--- config.mk ---
export PLATFORM = sky130hd
export DESIGN_NAME = rand_stream_sched
export DESIGN_NICKNAME = d
export VERILOG_FILES = /design/src/rtl/rand_stream_sched.sv
export SDC_FILE = /design/constraint.sdc
export NUM_CORES = 1
export LEC_CHECK = 0
export CAP_MARGIN = 20
export CORE_UTILIZATION = 47
export CTS_BUF_LIST = sky130_fd_sc_hd__clkbuf_8
export DETAILED_ROUTE_END_ITERATION = 8
export PLACE_DENSITY = 0.89
export SLEW_MARGIN = 0
export SYNTH_ARGS = -nofsm -noshare
export SYNTH_HDL_FRONTEND = slang
export SYNTH_SLANG_ARGS = --single-unit
--- constraint.sdc ---
create_clock -name clk_i -period 2.2 [get_ports clk_i]
set_input_delay 0.44 -clock clk_i [delete_from_list [all_inputs] [get_ports clk_i]]
set_output_delay 0.44 -clock clk_i [all_outputs]
set_load 0.05 [all_outputs]
--- src/rtl/rand_stream_sched.sv ---
// Round-robin scheduler sharing one multi-stream RNG register slave among NREQ requesters.
// Per grant: optional stream select (0x4), settle, read value (0x0), advance write (0x0).
module rand_stream_sched #(
  parameter int NREQ     = 4,
  parameter int STREAM_W = 10,
  parameter int SETTLE   = 2,
  parameter int TIMEOUT  = 255
) (
  input  logic                     clk_i,
  input  logic                     rst_i,
  input  logic [NREQ-1:0]          req_i,
  input  logic [NREQ*STREAM_W-1:0] stream_i,
  output logic [NREQ-1:0]          done_o,
  output logic [31:0]              dat_o,
  output logic                     err_o,
  output logic                     busy_o,
  output logic                     m_cyc_o,
  output logic                     m_stb_o,
  output logic                     m_we_o,
  output logic [3:0]               m_adr_o,
  output logic [31:0]              m_dat_o,
  input  logic                     m_ack_i,
  input  logic [31:0]              m_dat_i
);

  localparam int IDX_W      = (NREQ > 1) ? $clog2(NREQ) : 1;
  // A zero settle still leaves one idle bus cycle between the stream write and the read.
  localparam int SETTLE_EFF = (SETTLE < 1) ? 1 : SETTLE;
  localparam int SCNT_W     = (SETTLE_EFF > 1) ? $clog2(SETTLE_EFF) : 1;

  localparam logic [7:0]        TMO_LAST  = 8'(TIMEOUT - 1);
  localparam logic [SCNT_W-1:0] SCNT_LAST = SCNT_W'(SETTLE_EFF - 1);
  localparam logic [IDX_W-1:0]  PTR_RST   = IDX_W'(NREQ - 1);
  localparam logic [NREQ-1:0]   ONE_HOT0  = NREQ'(1);

  typedef enum logic [2:0] {
    S_IDLE   = 3'd0,
    S_ARB    = 3'd1,
    S_WSTRM  = 3'd2,
    S_SETTLE = 3'd3,
    S_RD     = 3'd4,
    S_ADV    = 3'd5,
    S_DONE   = 3'd6
  } state_t;

  state_t                state_r;
  logic [IDX_W-1:0]      rr_ptr_r;
  logic [IDX_W-1:0]      gnt_r;
  logic [STREAM_W-1:0]   strm_r;
  logic [STREAM_W-1:0]   cache_r;
  logic                  cache_vld_r;
  logic [7:0]            tmo_r;
  logic [SCNT_W-1:0]     scnt_r;
  logic                  ph_done_r;
  logic [NREQ-1:0]       done_r;
  logic [31:0]           dat_r;
  logic                  err_r;
  logic                  busy_r;
  logic                  cyc_r;
  logic                  we_r;
  logic [3:0]            adr_r;
  logic [31:0]           wdat_r;

  logic                  gnt_vld_s;
  logic [IDX_W-1:0]      gnt_idx_s;
  logic [STREAM_W-1:0]   gnt_strm_s;
  logic [NREQ-1:0]       gnt_mask_s;
  logic                  tmo_hit_s;

  // Rotating priority search starting just after the last grant.
  always_comb begin : arb_comb
    int               sum;
    logic [IDX_W-1:0] idx;
    logic             hit;
    gnt_vld_s = 1'b0;
    gnt_idx_s = '0;
    sum       = 0;
    idx       = '0;
    hit       = 1'b0;
    for (int i = 1; i <= NREQ; i++) begin
      sum       = int'(rr_ptr_r) + i;
      sum       = (sum >= NREQ) ? (sum - NREQ) : sum;
      idx       = IDX_W'(sum);
      hit       = req_i[idx] && !gnt_vld_s;
      gnt_idx_s = hit ? idx : gnt_idx_s;
      gnt_vld_s = gnt_vld_s | hit;
    end
  end

  assign gnt_strm_s = stream_i[gnt_idx_s*STREAM_W +: STREAM_W];
  assign gnt_mask_s = ONE_HOT0 << gnt_r;
  assign tmo_hit_s  = (tmo_r == TMO_LAST);

  assign done_o  = done_r;
  assign dat_o   = dat_r;
  assign err_o   = err_r;
  assign busy_o  = busy_r;
  assign m_cyc_o = cyc_r;
  assign m_stb_o = cyc_r;
  assign m_we_o  = we_r;
  assign m_adr_o = adr_r;
  assign m_dat_o = wdat_r;

  // Scheduler FSM with all outputs registered.
  always_ff @(posedge clk_i or negedge rst_i) begin
    if (!rst_i) begin
      state_r     <= S_IDLE;
      rr_ptr_r    <= PTR_RST;
      gnt_r       <= '0;
      strm_r      <= '0;
      cache_r     <= '0;
      cache_vld_r <= 1'b0;
      tmo_r       <= 8'd0;
      scnt_r      <= '0;
      ph_done_r   <= 1'b0;
      done_r      <= '0;
      dat_r       <= 32'd0;
      err_r       <= 1'b0;
      busy_r      <= 1'b0;
      cyc_r       <= 1'b0;
      we_r        <= 1'b0;
      adr_r       <= 4'h0;
      wdat_r      <= 32'd0;
    end else begin
      done_r <= '0;
      err_r  <= 1'b0;
      case (state_r)
        S_IDLE: begin
          if (gnt_vld_s) begin
            gnt_r    <= gnt_idx_s;
            rr_ptr_r <= gnt_idx_s;
            strm_r   <= gnt_strm_s;
            busy_r   <= 1'b1;
            state_r  <= S_ARB;
          end else begin
            state_r  <= S_IDLE;
          end
        end
        S_ARB: begin
          tmo_r <= 8'd0;
          cyc_r <= 1'b1;
          if (cache_vld_r && (strm_r == cache_r)) begin
            we_r    <= 1'b0;
            adr_r   <= 4'h0;
            wdat_r  <= 32'd0;
            state_r <= S_RD;
          end else begin
            we_r    <= 1'b1;
            adr_r   <= 4'h4;
            wdat_r  <= 32'(strm_r);
            state_r <= S_WSTRM;
          end
        end
        S_WSTRM: begin
          if (m_ack_i) begin
            cyc_r       <= 1'b0;
            we_r        <= 1'b0;
            adr_r       <= 4'h0;
            wdat_r      <= 32'd0;
            cache_r     <= strm_r;
            cache_vld_r <= 1'b1;
            scnt_r      <= '0;
            state_r     <= S_SETTLE;
          end else if (tmo_hit_s) begin
            cyc_r       <= 1'b0;
            we_r        <= 1'b0;
            adr_r       <= 4'h0;
            wdat_r      <= 32'd0;
            cache_vld_r <= 1'b0;
            done_r      <= gnt_mask_s;
            err_r       <= 1'b1;
            state_r     <= S_DONE;
          end else begin
            tmo_r       <= tmo_r + 8'd1;
          end
        end
        S_SETTLE: begin
          if (scnt_r == SCNT_LAST) begin
            tmo_r   <= 8'd0;
            cyc_r   <= 1'b1;
            we_r    <= 1'b0;
            adr_r   <= 4'h0;
            wdat_r  <= 32'd0;
            state_r <= S_RD;
          end else begin
            scnt_r  <= scnt_r + SCNT_W'(1);
          end
        end
        S_RD: begin
          // ph_done_r marks the idle bus cycle that separates read and advance.
          if (ph_done_r) begin
            ph_done_r <= 1'b0;
            tmo_r     <= 8'd0;
            cyc_r     <= 1'b1;
            we_r      <= 1'b1;
            adr_r     <= 4'h0;
            wdat_r    <= 32'd0;
            state_r   <= S_ADV;
          end else if (m_ack_i) begin
            dat_r     <= m_dat_i;
            cyc_r     <= 1'b0;
            ph_done_r <= 1'b1;
          end else if (tmo_hit_s) begin
            cyc_r       <= 1'b0;
            cache_vld_r <= 1'b0;
            done_r      <= gnt_mask_s;
            err_r       <= 1'b1;
            state_r     <= S_DONE;
          end else begin
            tmo_r       <= tmo_r + 8'd1;
          end
        end
        S_ADV: begin
          if (ph_done_r) begin
            ph_done_r <= 1'b0;
            done_r    <= gnt_mask_s;
            state_r   <= S_DONE;
          end else if (m_ack_i) begin
            cyc_r     <= 1'b0;
            we_r      <= 1'b0;
            ph_done_r <= 1'b1;
          end else if (tmo_hit_s) begin
            cyc_r       <= 1'b0;
            we_r        <= 1'b0;
            cache_vld_r <= 1'b0;
            done_r      <= gnt_mask_s;
            err_r       <= 1'b1;
            state_r     <= S_DONE;
          end else begin
            tmo_r       <= tmo_r + 8'd1;
          end
        end
        S_DONE: begin
          busy_r  <= 1'b0;
          state_r <= S_IDLE;
        end
        default: begin
          cyc_r     <= 1'b0;
          we_r      <= 1'b0;
          ph_done_r <= 1'b0;
          busy_r    <= 1'b0;
          state_r   <= S_IDLE;
        end
      endcase
    end
  end

endmodule

Yosys cells after proc, flatten, opt, wreduce, memory -nomap -nowiden
Cells that the tools add are included.
{ "word_totals": {"regBits": 114, "inputBits": 79, "output_inout_bits": 77, "word_cells": 164} }
{ "op_classes": {"addsub": 10, "n_mul": 1, "order_cmp": 8, "eq_ne": 16, "shift": 2, "muxes": 78, "bitwise": 6, "reduce_logical": 26} }
{ "op_table": {"columns": ["operator", "n"], "rows": [
  ["$mux W32", 4],
  ["$pmux W32 S4", 1],
  ["$mux W8", 5],
  ["$pmux W8 S5", 1],
  ["$shiftx A40 B7 Y10", 1],
  ["$mux W4", 8],
  ["$mux W1", 28],
  ["$mux W3", 8],
  ["$pmux W3 S6", 1],
  ["$mux W2", 8],
  ["$pmux W4 S4", 1],
  ["$ne A2 B2 Y1 const B", 7],
  ["$lt A2 B3 Y1 const B", 4],
  ["$pmux W1 S6", 2],
  ["$pmux W4 S3", 1],
  ["$reduce_and A3 Y1", 4],
  ["$eq A10 B10 Y1", 1],
  ["$mux W10", 1],
  ["$pmux W1 S2", 5],
  ["$reduce_or A5 Y1", 2],
  ["$eq A3 B3 Y1 const B", 3],
  ["$ge A3 B3 Y1 const B", 3],
  ["$add A8 B1 Y8 const B", 1],
  ["$bmux W1 S2", 4],
  ["23 further kinds", 43]
]} }

Longest topological paths before layout
Gate-level depths: netlist of run 1.
{ "depth": {"ltp_word": 16, "depth_mapped": 8, "mapped_depth_nobuf": 7} }

Worst setup path after synthesis of run 1
Ideal clock, no wire load.
{ "synth_path": {"kind": "input to register", "startpoint": "in req_i[1]", "endpoint": "reg strm_r[2]", "setup_ps": 134, "arrival_time_ps": 1507, "t_required_ps": 2066, "slack_ps": 559, "stages": 6, "n_path_buf": 1, "path_cell_list": "or4_1 nand2_1 nor2_2 nand3_1 buf_4 o211ai_1"} }
{ "synth_between": {"elab_chain_len": 13, "word_cells_on_any_way": 24, "cone_classes": "mul: 1; shift: 1; mux: 12; bitwise: 3; reduce/logical: 7"} }
{ "synth_lines": {"columns": ["item", "line_no", "text"], "rows": [
  ["from (decl)", "11", "input logic [NREQ-1:0] req_i,"],
  ["$bmux W1 S2", "84", "hit = req_i[idx] && !gnt_vld_s;"],
  ["$mux W1 (implied by the code)", "84", null],
  ["$logic_not A1 Y1", "84", null],
  ["$logic_and A1 B1 Y1", "84", null],
  ["$or A1 B1 Y1", "86", "gnt_vld_s = gnt_vld_s | hit;"],
  ["$logic_not A1 Y1", "84", null],
  ["$logic_and A1 B1 Y1", "84", null],
  ["$or A1 B1 Y1", "86", null],
  ["$logic_not A1 Y1", "84", null],
  ["$logic_and A1 B1 Y1", "84", null],
  ["$mux W2", "85", "gnt_idx_s = hit ? idx : gnt_idx_s;"],
  ["$mul A2 B3 Y5", "90", "assign gnt_strm_s = stream_i[gnt_idx_s*STREAM_W +: STREAM_W];"],
  ["$shiftx A40 B7 Y10", "90", null],
  ["to (signal assigned)", "132", "strm_r <= gnt_strm_s;"],
  ["to (decl)", "49", "logic [STREAM_W-1:0] strm_r;"]
]} }
Parallel ways exist; a longest one is shown, timed or not. The select of a mux whose other input is x is not followed.
A chain may end at the register's enable or synchronous reset.

Worst setup path in the final report of run 1
{ "layout_path": {"startpoint": "reg wdat_r[1], in the netlist m_dat_o[1]", "endpoint": "out m_dat_o[1]"} }
{ "layout_lines": {"columns": ["item", "line_no", "text"], "rows": [
  ["from (decl)", "62", "logic [31:0] wdat_r;"],
  ["from (signal assigned)", "150", "wdat_r <= 32'(strm_r);"],
  ["to (decl)", "21", "output logic [31:0] m_dat_o,"]
]} }
No word-level cell between the ends.

==> summary.md, run 1 <==
| Metric | Value |
|---|---|
| Top post-synthesis cells by area | dfrtp_1 48%, mux2_2 9.7%, buf_4 4.8% |
| Min Tclk post-route | 2009 ps |
| I/O Pins | 156 |
| GP Congestion | 0.8762 |
| Crit path cell chain | clkdlybuf4s50_1 |
| # hold bufs at CTS | 0 |
| H-tree levels | 3 |
| Gate Count Post-Synth | 399 |
| Outcome | complete, no violations |
| Core area | 9328 µm² |
| Reg clk slew, reported paths | 90 ps |
| Worst Path Max Fanout | 2 |
| Layout cells sized above 1 | 17.03% |
| Reg2reg path depth | 7 |
| Commonest non-fill, non-tap cell in the layout | clkdlybuf4s50_1 |
| Layout Cells excl Fill | 675 |
| Tot Pwr | 8.954 mW |
| Synth Cell Area | 4549 µm² |
| Synth Register Bits | 89 |
| DR vias | 3571 |
| Post-Route Skew | 15.81 ps |
| Dpl cells | 659 |
| Clock buffer depth | 2 |
| Reg2Reg Setup Slack | 290 ps |
| Register area share after synthesis | 49.01% |
| Post-synth top area share | 47.85% |
| Die height | 100.4 µm |
| # setup viols final | 0 |
| Setup Buffers After CTS | 0 |
| Pre-Repair DR Iteration Count | 4 |
| Post-DP HPWL | 8.008 mm |
| Initial core utilization | 48.77% |
| CTS root buffer | clkbuf_8 |
| Slowest cell on crit path | clkdlybuf4s50_1 |
| Final #Nets | 622 |
| GR Util All Layers | 21.19% |
| Final setup TNS | 0 ps |
| Clk_lat worst skew | 360 ps |
| Predominant post-synthesis flop cell | dfrtp_1 |
| Initial antenna violation count | 0 |
| Yosys cell types | 56 |
| Post-synth ARST share | 100.0% |
| Largest area contributor in the netlist | dfrtp_1 |
| First-pass GRT wire length | 16.59 mm |
| Placement Rows | 35 |
| Hold Vio Cnt, Final | 0 |
| Critical path class | flip-flop to output port |
| Max incr delay on CP | 820 ps |
| CP arrival | 1570 ps |
| Residual DRC | 0 |
| CP Data Required Time | 1760 ps |
| Wire per inst | 15.40 µm |
| Max Cap Viol | 0 |
| Startpoint types | flip-flop |
| Avg Inst Size Synth | 11.40 µm² |
| Tightest Pin Transition | 582.4 ps |
| Final WL | 10.39 mm |
| Num Clock Sinks | 89 |
| Highest-count cells in the layout ignoring fill and taps | 129 x clkdlybuf4s50_1, 87 x dfrtp_1, 39 x mux2_2 |
| Worst IR Drop VDD | 0.0005985 V |
| Largest net degree at the start of global routing | 58 |
| Synth Warn # | 0 |
| CTS tree | yes |
| Reg2reg start | tmo_r[0]$_DFFE_PN0P_ |
| Cts repair resizes | 0 |
| Worst hold slack | 11.21 ps |
| Die Span X | 100.4 µm |
| RSZ-0062 raised after global routing | false |
| Hold Path Class | input pin to async pin |
| Global route overflow | 0 |
| Pwr Density | 1440 nW/µm² |
| Pins Over Slew Limit | 0 |
| Worst Setup End Kind | output port |
| Relative slew margins | 60.87% |
| Critical path's top delay family | buffers and inverters |
| TritonCTS Buffers | 9 |
| Die area | 10080 µm² |
| Post-synth EDFFs | 0 |
| Area grow syn2layout | 36.66% |
| Reg2reg end | m_dat_o[7]$_DFFE_PN0P_ |
| WP buf/inv | 1 |
| Antenna Cells | 0 |
| Iter 0 DRT Violations | 130 |
| Antenna viol nets, final | 0 |
| Fin crit share | 91.31% |
| Vias in the first global route | 3650 |
| LEAKAGE | 2.700 nW |
| Port buffer count | 130 |
| F_max | 0.4978 GHz |
| Vias per std cell | 5.290 |
synth_stat cells, types with 2 or more instances:
master	number
and3b_1	2
xnor2_1	11
buf_2	11
nand2_1	33
a21oi_1	12
dfrtp_1	87
mux2_1	4
a211o_1	2
nor2b_1	8
buf_4	29
nor2_4	2
a21o_1	4
buf_6	2
nand2b_1	5
o21a_1	2
nor3_1	4
o21ai_1	6
o31ai_1	2
nor3b_2	2
mux2_2	39
inv_1	4
o211ai_1	11
ha_1	2
and4_1	11
dfstp_2	2
o31a_1	10
o21ai_0	21
nand4_1	2
nor2_1	8
clkbuf_1	2
nand3_1	6
a22o_1	20
mux2i_1	10
layer usage:
metal	wire length, µm	GRT usage (%)	up-vias
met2	5311	38.46	164
met5	0	0	-
met1	4108	23.36	1700
li1	-	-	1688
met4	206	9.365	0
met3	766	5.292	19
report_power, final:
group          total [mW]  switching, mW  internal (mW)
Sequential           2.83          0.531           2.30
Combinational        4.95           2.91           2.04
Clock                1.17          0.599          0.572
Total                8.95           4.04           4.91
sequential cells by signal, summed over array words and instances, names as in the netlist, 2 cells and up:
| name | cells |
|---|---|
| tmo_r | 8 |
| m_dat_o | 10 |
| dat_o | 32 |
| state_r | 3 |
| rr_ptr_r | 2 |
| cache_r | 10 |
| done_o | 4 |
| gnt_r | 2 |
| strm_r | 10 |
cell families after synthesis:
| kind of cell | after synthesis | synth area share [%] |
|---|---|---|
| buffers and inverters | 48 | 6.986 |
| AOI/OAI and AO/OA | 100 | 16.06 |
| DFF | 89 | 49.01 |
| xor gates and xnor gates | 11 | 2.118 |
| other | 1 | 0.08243 |
| adders and majority gates | 2 | 0.5500 |
| and+or+nand+nor | 95 | 12.35 |
| muxes | 53 | 12.84 |
worst max path at each step:
stage                     slack [ps]  cells past startpoint                   start                    end
after floorplan                  560                      6                req_i[1]  strm_r[2]$_DFFE_PN0N_
after global placement            30                      7                req_i[1]  strm_r[4]$_DFFE_PN0N_
after detailed placement         -30                      7                req_i[1]  strm_r[4]$_DFFE_PN0N_
after CTS                        160                      1  m_dat_o[1]$_DFFE_PN0P_             m_dat_o[1]
after global routing             140                      1  m_dat_o[7]$_DFFE_PN0P_             m_dat_o[7]
final                            190                      1  m_dat_o[1]$_DFFE_PN0P_             m_dat_o[1]
per-stage QoR:
step | area [µm²] | util, % | setup WS (ps)
after floorplan | 4639 | - | 559.2
after global placement | 6005 | 64.37 | 33.02
after detailed placement | 6005 | 64.37 | -27.25
after CTS | 6217 | 66.65 | 162.6
after global routing | 6217 | 66.65 | 138.2
final | 6217 | 66.65 | 191.2
layout make-up:
class / instances / area, µm²
clock buffers: 10 / 137.6
inverters: 4 / 15.01
flip-flops and latches: 89 / 2230
well taps: 129 / 161.4
multi-input cells: 286 / 2092
repair buffers: 151 / 1506
fillers: 719 / 3110
clock inverters: 6 / 75.07
(Power assumes the default switching activity.)
==> run 2, diff against run 1 <==
CTS_CLUSTER_SIZE = 10   (was default)
==> results of run 2 <==
Final layout, timing and power as in run 1 (identical DEF).
